[config.mk]
export PLATFORM = sky130hd
export DESIGN_NAME = pipe_ctrl_flat
export DESIGN_NICKNAME = d
export VERILOG_FILES = /design/src/rtl/pipe_ctrl_if.sv /design/src/rtl/pipe_ctrl.sv /design/src/flat_wrapper.sv
export SDC_FILE = /design/constraint.sdc
export NUM_CORES = 1
export LEC_CHECK = 0
export BUFFER_PORTS_ARGS = -buffer_cell sky130_fd_sc_hd__buf_2
export CORE_AREA = 2 2 40 46
export DETAILED_ROUTE_END_ITERATION = 16
export DIE_AREA = 0 0 42 48
export GPL_ROUTABILITY_DRIVEN = 0
export PLACE_DENSITY = 0.76
export REMOVE_ABC_BUFFERS = 1
export SLEW_MARGIN = 20
export SYNTH_ARGS = -nofsm -noshare
export SYNTH_HDL_FRONTEND = slang
export SYNTH_SLANG_ARGS = --single-unit
[constraint.sdc]
create_clock -name clk -period 1.48 [get_ports clk]
set_input_delay 0.148 -clock clk [delete_from_list [all_inputs] [get_ports clk]]
set_output_delay 0.148 -clock clk [all_outputs]
set_load 0.1 [all_outputs]
[src/rtl/pipe_ctrl_if.sv]
// Hazard-control bundle between the pipeline datapath (master) and pipe_ctrl (slave).
interface pipe_ctrl_if;
  localparam int unsigned REG_W = 5;

  logic [REG_W-1:0] ID_Rs;
  logic [REG_W-1:0] ID_Rt;
  logic [REG_W-1:0] EX_Rdst;
  logic             EX_MemR;
  logic             MEM_MemR;
  logic             MEM_MemW;
  logic             Mem_Ready;
  logic             Branch_Taken;

  logic PC_Stall;
  logic IF_ID_Stall;
  logic ID_EX_Stall;
  logic EX_MEM_Stall;
  logic MEM_WB_Stall;
  logic IF_ID_flush;
  logic ID_EX_flush;
  logic EX_MEM_flush;
  logic MEM_WB_flush;
  logic Mem_Timeout;

  modport master (
    output ID_Rs, ID_Rt, EX_Rdst, EX_MemR, MEM_MemR, MEM_MemW, Mem_Ready, Branch_Taken,
    input  PC_Stall, IF_ID_Stall, ID_EX_Stall, EX_MEM_Stall, MEM_WB_Stall,
    input  IF_ID_flush, ID_EX_flush, EX_MEM_flush, MEM_WB_flush, Mem_Timeout
  );

  modport slave (
    input  ID_Rs, ID_Rt, EX_Rdst, EX_MemR, MEM_MemR, MEM_MemW, Mem_Ready, Branch_Taken,
    output PC_Stall, IF_ID_Stall, ID_EX_Stall, EX_MEM_Stall, MEM_WB_Stall,
    output IF_ID_flush, ID_EX_flush, EX_MEM_flush, MEM_WB_flush, Mem_Timeout
  );
endinterface

[src/rtl/pipe_ctrl.sv]
// Five-stage pipeline hazard controller: memory-wait, branch and load-use stall/flush.
// Define PIPE_CTRL_PERF_EN to add the 32-bit Stall_Cycles performance counter.
module pipe_ctrl (
  input  logic        clk,
  input  logic        rst,
  pipe_ctrl_if.slave  bus
`ifdef PIPE_CTRL_PERF_EN
  ,
  output logic [31:0] Stall_Cycles
`endif
);
  localparam int unsigned CNT_W = 8;
  localparam logic [CNT_W-1:0] CNT_MAX  = CNT_W'(255);
  localparam logic [CNT_W-1:0] CNT_TRIP = CNT_W'(254);

  typedef enum logic [0:0] {RUN = 1'b0, MWAIT = 1'b1} state_t;

  state_t           state;
  logic [CNT_W-1:0] wait_cnt;
  logic             timeout_q;
  logic             mem_wait;
  logic             load_use;

  assign mem_wait = (bus.MEM_MemR | bus.MEM_MemW) & ~bus.Mem_Ready;
  assign load_use = bus.EX_MemR & (bus.EX_Rdst != '0) &
                    ((bus.EX_Rdst == bus.ID_Rs) | (bus.EX_Rdst == bus.ID_Rt));

  // Same-cycle stall/flush decode; EX holds during a wait, so deferred
  // branch/load-use conditions are still on the inputs when the wait ends.
  always_comb begin
    bus.PC_Stall     = 1'b0;
    bus.IF_ID_Stall  = 1'b0;
    bus.ID_EX_Stall  = 1'b0;
    bus.EX_MEM_Stall = 1'b0;
    bus.MEM_WB_Stall = 1'b0;
    bus.IF_ID_flush  = 1'b0;
    bus.ID_EX_flush  = 1'b0;
    bus.EX_MEM_flush = 1'b0;
    bus.MEM_WB_flush = 1'b0;
    if (rst) begin
      bus.IF_ID_flush  = 1'b1;
      bus.ID_EX_flush  = 1'b1;
      bus.EX_MEM_flush = 1'b1;
      bus.MEM_WB_flush = 1'b1;
    end else if (mem_wait) begin
      bus.PC_Stall     = 1'b1;
      bus.IF_ID_Stall  = 1'b1;
      bus.ID_EX_Stall  = 1'b1;
      bus.EX_MEM_Stall = 1'b1;
      bus.MEM_WB_flush = 1'b1;
    end else if (bus.Branch_Taken) begin
      bus.IF_ID_flush  = 1'b1;
      bus.ID_EX_flush  = 1'b1;
    end else if (load_use) begin
      bus.PC_Stall     = 1'b1;
      bus.IF_ID_Stall  = 1'b1;
      bus.ID_EX_flush  = 1'b1;
    end
  end

  // Wait tracking FSM with saturating wait counter and sticky timeout.
  always_ff @(posedge clk) begin
    if (rst) begin
      state     <= RUN;
      wait_cnt  <= '0;
      timeout_q <= 1'b0;
    end else if (state == RUN) begin
      wait_cnt <= '0;
      if (mem_wait) state <= MWAIT;
    end else if (mem_wait) begin
      if (wait_cnt != CNT_MAX) wait_cnt <= wait_cnt + CNT_W'(1);
      if (wait_cnt == CNT_TRIP) timeout_q <= 1'b1;
    end else begin
      state    <= RUN;
      wait_cnt <= '0;
    end
  end

  assign bus.Mem_Timeout = timeout_q;

`ifdef PIPE_CTRL_PERF_EN
  // Counts every cycle the PC is held; wraps naturally at 2^32.
  always_ff @(posedge clk) begin
    if (rst)               Stall_Cycles <= '0;
    else if (bus.PC_Stall) Stall_Cycles <= Stall_Cycles + 32'(1);
  end
`endif
endmodule
[src/flat_wrapper.sv]
// flat-port wrapper written by rule: the top's interface ports become plain ports
module pipe_ctrl_flat 
  (clk, rst, bus_ID_Rs, bus_ID_Rt, bus_EX_Rdst, bus_EX_MemR, bus_MEM_MemR, bus_MEM_MemW, bus_Mem_Ready, bus_Branch_Taken, bus_PC_Stall, bus_IF_ID_Stall, bus_ID_EX_Stall, bus_EX_MEM_Stall, bus_MEM_WB_Stall, bus_IF_ID_flush, bus_ID_EX_flush, bus_EX_MEM_flush, bus_MEM_WB_flush, bus_Mem_Timeout);
  pipe_ctrl_if bus_i ();
  input  logic clk;
  input  logic rst;
  input wire logic [$bits(bus_i.ID_Rs)-1:0] bus_ID_Rs;
  input wire logic [$bits(bus_i.ID_Rt)-1:0] bus_ID_Rt;
  input wire logic [$bits(bus_i.EX_Rdst)-1:0] bus_EX_Rdst;
  input wire logic [$bits(bus_i.EX_MemR)-1:0] bus_EX_MemR;
  input wire logic [$bits(bus_i.MEM_MemR)-1:0] bus_MEM_MemR;
  input wire logic [$bits(bus_i.MEM_MemW)-1:0] bus_MEM_MemW;
  input wire logic [$bits(bus_i.Mem_Ready)-1:0] bus_Mem_Ready;
  input wire logic [$bits(bus_i.Branch_Taken)-1:0] bus_Branch_Taken;
  output wire logic [$bits(bus_i.PC_Stall)-1:0] bus_PC_Stall;
  output wire logic [$bits(bus_i.IF_ID_Stall)-1:0] bus_IF_ID_Stall;
  output wire logic [$bits(bus_i.ID_EX_Stall)-1:0] bus_ID_EX_Stall;
  output wire logic [$bits(bus_i.EX_MEM_Stall)-1:0] bus_EX_MEM_Stall;
  output wire logic [$bits(bus_i.MEM_WB_Stall)-1:0] bus_MEM_WB_Stall;
  output wire logic [$bits(bus_i.IF_ID_flush)-1:0] bus_IF_ID_flush;
  output wire logic [$bits(bus_i.ID_EX_flush)-1:0] bus_ID_EX_flush;
  output wire logic [$bits(bus_i.EX_MEM_flush)-1:0] bus_EX_MEM_flush;
  output wire logic [$bits(bus_i.MEM_WB_flush)-1:0] bus_MEM_WB_flush;
  output wire logic [$bits(bus_i.Mem_Timeout)-1:0] bus_Mem_Timeout;
  assign bus_i.ID_Rs = bus_ID_Rs;
  assign bus_i.ID_Rt = bus_ID_Rt;
  assign bus_i.EX_Rdst = bus_EX_Rdst;
  assign bus_i.EX_MemR = bus_EX_MemR;
  assign bus_i.MEM_MemR = bus_MEM_MemR;
  assign bus_i.MEM_MemW = bus_MEM_MemW;
  assign bus_i.Mem_Ready = bus_Mem_Ready;
  assign bus_i.Branch_Taken = bus_Branch_Taken;
  assign bus_PC_Stall = bus_i.PC_Stall;
  assign bus_IF_ID_Stall = bus_i.IF_ID_Stall;
  assign bus_ID_EX_Stall = bus_i.ID_EX_Stall;
  assign bus_EX_MEM_Stall = bus_i.EX_MEM_Stall;
  assign bus_MEM_WB_Stall = bus_i.MEM_WB_Stall;
  assign bus_IF_ID_flush = bus_i.IF_ID_flush;
  assign bus_ID_EX_flush = bus_i.ID_EX_flush;
  assign bus_EX_MEM_flush = bus_i.EX_MEM_flush;
  assign bus_MEM_WB_flush = bus_i.MEM_WB_flush;
  assign bus_Mem_Timeout = bus_i.Mem_Timeout;
  pipe_ctrl u_core (.clk(clk), .rst(rst), .bus(bus_i));
endmodule
After elaboration in Yosys (flattened, before gate mapping)
Cells that the tools add are included.
{"block": "word_totals", "output_inout_bits": 10, "mem_bits_rw": 0, "n_memories": 0, "word_cells": 33, "ff_bits": 10, "in_bits": 22, "latch_bits": 0, "mem_bits_ro": 0}
{"block": "op_classes", "muxes": 14, "n_addsub": 1, "n_div": 0, "n_shift": 0, "mul": 0, "n_bitwise": 8, "reduce_logical": 3, "order_cmp": 0, "eq_ne": 4}
{"operator": "1-bit two-way mux", "count": 14}
{"operator": "5-bit equality test", "count": 2}
{"operator": "8-bit by 1-bit adder with 8-bit output (second input constant)", "count": 1}
{"operator": "8-bit equality test (second input constant)", "count": 1}
{"operator": "8-bit != test (second input constant)", "count": 1}
{"operator": "5-bit nonzero test", "count": 1}
{"operator": "1-bit bitwise AND", "count": 3}
{"operator": "1-bit inverter", "count": 3}
{"operator": "3-bit AND reduction", "count": 1}
{"operator": "3-bit OR reduction", "count": 1}
{"operator": "1-bit bitwise OR", "count": 2}

Logic depth before layout (Yosys ltp)
{"block": "depth", "ltp_word": 7, "depth_mapped": 5, "ltp_nobuf": 5}

Least setup slack after synthesis
Ideal clock, no wire load.
{"block": "synth_timing", "path_kind": "input to output", "startpoint": "in bus_Mem_Ready", "endpoint": "out bus_PC_Stall", "slack_ns": -2.628, "t_arrival_ns": 3.960, "path_stages": 5, "cell_sequence": "o21bai_1 a21oi_1 inv_1 o31ai_1 buf_4"}
{"block": "synth_between", "elab_chain_len": 4}
{"element": "from (decl)", "line": "flat_wrapper.sv:13", "rtl": "input wire logic [$bits(bus_i.Mem_Ready)-1:0] bus_Mem_Ready;"}
{"element": "1-bit inverter", "line": "pipe_ctrl.sv:24", "rtl": "assign mem_wait = (bus.MEM_MemR | bus.MEM_MemW) & ~bus.Mem_Ready;"}
{"element": "1-bit bitwise AND", "line": "pipe_ctrl.sv:24"}
{"element": "1-bit two-way mux (2 in series)"}
{"element": "to (decl)", "line": "flat_wrapper.sv:15", "rtl": "output wire logic [$bits(bus_i.PC_Stall)-1:0] bus_PC_Stall;"}
Every way passes these cells.

Worst setup path after layout
{"block": "layout_timing", "startpoint": "in bus_EX_Rdst[4]", "endpoint": "out bus_IF_ID_Stall"}
{"block": "layout_between", "elab_chain_len": 7, "word_cells_on_any_way": 10}
{"element": "from (decl)", "line": "flat_wrapper.sv:9", "rtl": "input wire logic [$bits(bus_i.EX_Rdst)-1:0] bus_EX_Rdst;"}
{"element": "5-bit equality test / 5-bit nonzero test (equally long branches)", "line": "pipe_ctrl.sv:26, pipe_ctrl.sv:25"}
{"element": "1-bit bitwise OR / 1-bit bitwise AND (equally long branches)", "line": "pipe_ctrl.sv:26, pipe_ctrl.sv:25"}
{"element": "1-bit bitwise AND (*)", "line": "pipe_ctrl.sv:25", "rtl": "assign load_use = bus.EX_MemR & (bus.EX_Rdst != '0) &"}
{"element": "1-bit two-way mux (*)", "line": "pipe_ctrl.sv:54", "rtl": "end else if (load_use) begin"}
{"element": "1-bit two-way mux (*)", "line": "pipe_ctrl.sv:51", "rtl": "end else if (bus.Branch_Taken) begin"}
{"element": "1-bit two-way mux (*)", "line": "pipe_ctrl.sv:45", "rtl": "end else if (mem_wait) begin"}
{"element": "1-bit two-way mux (*)", "line": "pipe_ctrl.sv:40", "rtl": "if (rst) begin"}
{"element": "to (decl)", "line": "flat_wrapper.sv:16", "rtl": "output wire logic [$bits(bus_i.IF_ID_Stall)-1:0] bus_IF_ID_Stall;"}
Mark *: on every way between the ends. The rest lies on a longest branch, timed or not.

==> results by group <==
Synth
  – Post-synthesis sequential area ratio: a little under a third
  – Synth area leader: dfxtp_1
  – Yosys top cell area share: a little under a third
  – Synth area leaders: dfxtp_1 30%, xor2_1 16%, buf_4 4.6%
  – YS warnings: 0
  – Prevailing post-synth register cell: dfxtp_1
  – Number of flops mapped to enable cells by yosys: 0
  – Top-count cell post-synth: xor2_1
  – Synth cell types: 33
  – #FFs+latches synth: 10
  – Avg Inst Size Synth: 8.45 um^2
  – Cell area after synthesis: around 660 um^2
  – Ys async rst share: 0%
  – Synth Instances: 78
  – Post-synth top cells: 12 x xor2_1, 10 x dfxtp_1, 6 x nor2_1, 5 x inv_1, 5 x nor3_1

Critical path
  – Worst Path Arrival: between 1 and 1.5 ns
  – Crit Path Max Fanout: 3
  – Crit start category: primary input
  – Slowest CP cell: or4_4
  – Crit path largest cell delay: 0.53 ns
  – Req. time, crit path: 1.33 ns
  – Crit. End Element: output port
  – R2R cell count: 4
  – CP bufs+invs: 3
  – Worst r2r src: u_core.wait_cnt[1]
  – Setup CP Type: primary input to output port
  – CP Cell Sequence: buf_8 -> or4_4 -> o21ai_4 -> buf_6 -> o31ai_4 -> buf_12
  – Crit-path leading delay family: simple AND/OR/NAND/NOR gates
  – Reg2Reg Setup Slack: 0.14 ns
  – Worst r2r dst: u_core.wait_cnt[7]

Clock tree
  – H-tree levels: 1
  – Clk Latency, worst-skew pair: between 0.2 and 0.3 ns
  – Worst-path clk slew: about 0.060 ns
  – Num Clock Sinks: 10
  – Max clock buf depth: 2
  – Num CTS Buffers: 3
  – Root Buffer: clkbuf_4
  – Post-CTS Hold Fix Bufs: 0
  – CTS tree: yes

Min path
  – Min-Delay Path Class: primary input to flip-flop
  – Worst Hold Path Cells: 2
  – Worst hold path startpoint: rst
  – Worst Hold Endpoint: u_core.bus.Mem_Timeout

Pwr
  – P per Cell Area: 765 nW/um^2
  – Leakage: approximately 0.45 nW
  – Max IR drop VDD: 0.000503 V

Detailed routing
  – Final ANT Viol Nets: 0
  – DRC viols: 0
  – Avg Vias per Cell: 5.19
  – Via count: 685
  – Initial drt markers: 6
  – WL per Instance: between 10 and 15 um
  – Total routed wirelength: 1720 um
  – Router iterations before antenna repair: 4

Global routing
  – Met2 Usage GRT: 40.0%
  – M3 GR Usage: under 10%
  – Total track usage: 19.4%
  – First-pass GRT wire length: between 2000 and 3000 um
  – Initial antenna violation count: 0
  – Total gr overflow: 0
  – GR met1 Demand/Resource: 17.5%
  – Vias in the first global route: 690
  – Most used routing layer: met2
  – Largest net degree at the start of global routing: 10

Die
  – Initial cell density of the core: 43.4%
  – Die X: roughly 42 um
  – Num rows: 15
  – Die area: just over 2000 um^2
  – Vert. Die Dim: between 40 and 50 um
  – Core Area: 1520 um^2
  – Io pins: 32

STA
  – Final Hold Viols: 0
  – Clock skew: 0.00284 ns
  – Fin. max-slew vios: 0
  – Final setup vio count: 3
  – Minimum clock period: around 1.5 ns
  – Max Fclk: 672 MHz
  – Unrepaired setup endpoints after global routing: true
  – Fin worst setup slack: -0.00825 ns
  – Final cycle utilization of the critical path: 101%
  – Fin Setup TNS: -0.0172 ns

Final layout
  – Final core occ: 69.9%
  – Final std cells w/o fill: 132
  – Layout cells sized above 1: 46.1%
  – # fillers: 116
  – Final nets: 140
  – Ant diodes: 0
  – Area grow syn2layout: 61.1%

Run
  – Max-cap violation count: 0

Place
  – Placed cell count: 128
  – IO buf count: 30
  – DP Wirelength: 1310 um

Outcome
  – Failing checks: setup timing
  – Run status: finished, violations left
-- cell type report --
class                   count  area, um^2  area share, %
clock buffers               4        36.3           3.42
multi-input cells          58         438           41.2
flip-flops and latches     10         200           18.8
inverters                   5        18.8           1.77
well taps                  17        21.3           2.00
repair buffers             38         348           32.7
-- cell families after synthesis --
family	synth area share (%)
AO/OA/AOI/OAI	13.9
XOR/XNOR	17.3
adder cells (fa/ha/maj)	3.79
buffers and inverters	9.11
flip-flops	30.4
other	0.569
AND/OR/NAND/NOR	25.1
-- cell usage in the layout, fill, tap and decap left out, types with 2 or more instances in the layout --
cell type  Yosys  layout
xor2_1        12      12
buf_4          4       7
inv_1          5       5
a21oi_1        4       3
nor3_1         5       4
buf_2          0      19
ha_1           2       2
nor2_1         6       6
clkbuf_4       0       3
nand3_1        3       3
and3_1         2       2
dfxtp_1       10      10
buf_12         0       7
nand2_1        2       2
buf_6          1       4
-- power breakdown --
part / leakage, nW / internal, mW / total [mW] / switching (mW)
Combinational: 0.350 / 0.115 / 0.295 / 0.180
Sequential: 0.0808 / 0.271 / 0.272 / 0.000951
Clock: 0.0210 / 0.150 / 0.246 / 0.0966
-- metal layers --
layer,vias up,share of wire [%]
met5,-,0
met3,4,7.7
li1,338,-
met1,315,37
met4,0,1.7
met2,28,54
-- timing repair --
item / in CTS / in global routing
resized for setup: 10 / 4
setup buffers: 1 / 0
endpoints found under the setup margin: 3 / 3
hold endpoints to repair: 0 / 0
pin swaps: 9 / 3
-- how the worst max path moves through the flow --
stage                   startpoint         endpoint  slack (ns)  depth (start not counted)
global placement    bus_EX_Rdst[0]  bus_IF_ID_Stall       -0.02                          6
detailed placement  bus_EX_Rdst[0]  bus_IF_ID_Stall       -0.07                          6
floorplan            bus_Mem_Ready  bus_IF_ID_Stall       -4.11                          4
CTS                   bus_ID_Rt[0]  bus_IF_ID_Stall       -0.02                          6
finish              bus_EX_Rdst[4]  bus_IF_ID_Stall      -0.008                          6
global route        bus_EX_Rdst[4]  bus_IF_ID_Stall       -0.03                          6
-- through the flow --
step | setup WS (ns) | total power, mW | hold WS (ns) | cell area, um^2
2_1_floorplan | -4.11 | 0.418 | 0.252 | 618
5_1_grt | -0.0323 | 0.850 | 0.136 | 1060
3_5_place_dp | -0.0669 | 0.549 | 0.408 | 955
3_3_place_gp | -0.0184 | 0.544 | 0.404 | 955
6_report | -0.00825 | 0.813 | 0.143 | 1060
4_1_cts | -0.0225 | 0.809 | 0.128 | 1050
-- sequential cells by signal, summed over array words and instances, names as in the netlist --
| name | cells |
|---|---|
| u_core.wait_cnt | 8 |
| u_core.state | 1 |
| u_core.bus.Mem_Timeout | 1 |
Note: power is estimated with default switching activity, not from simulation.
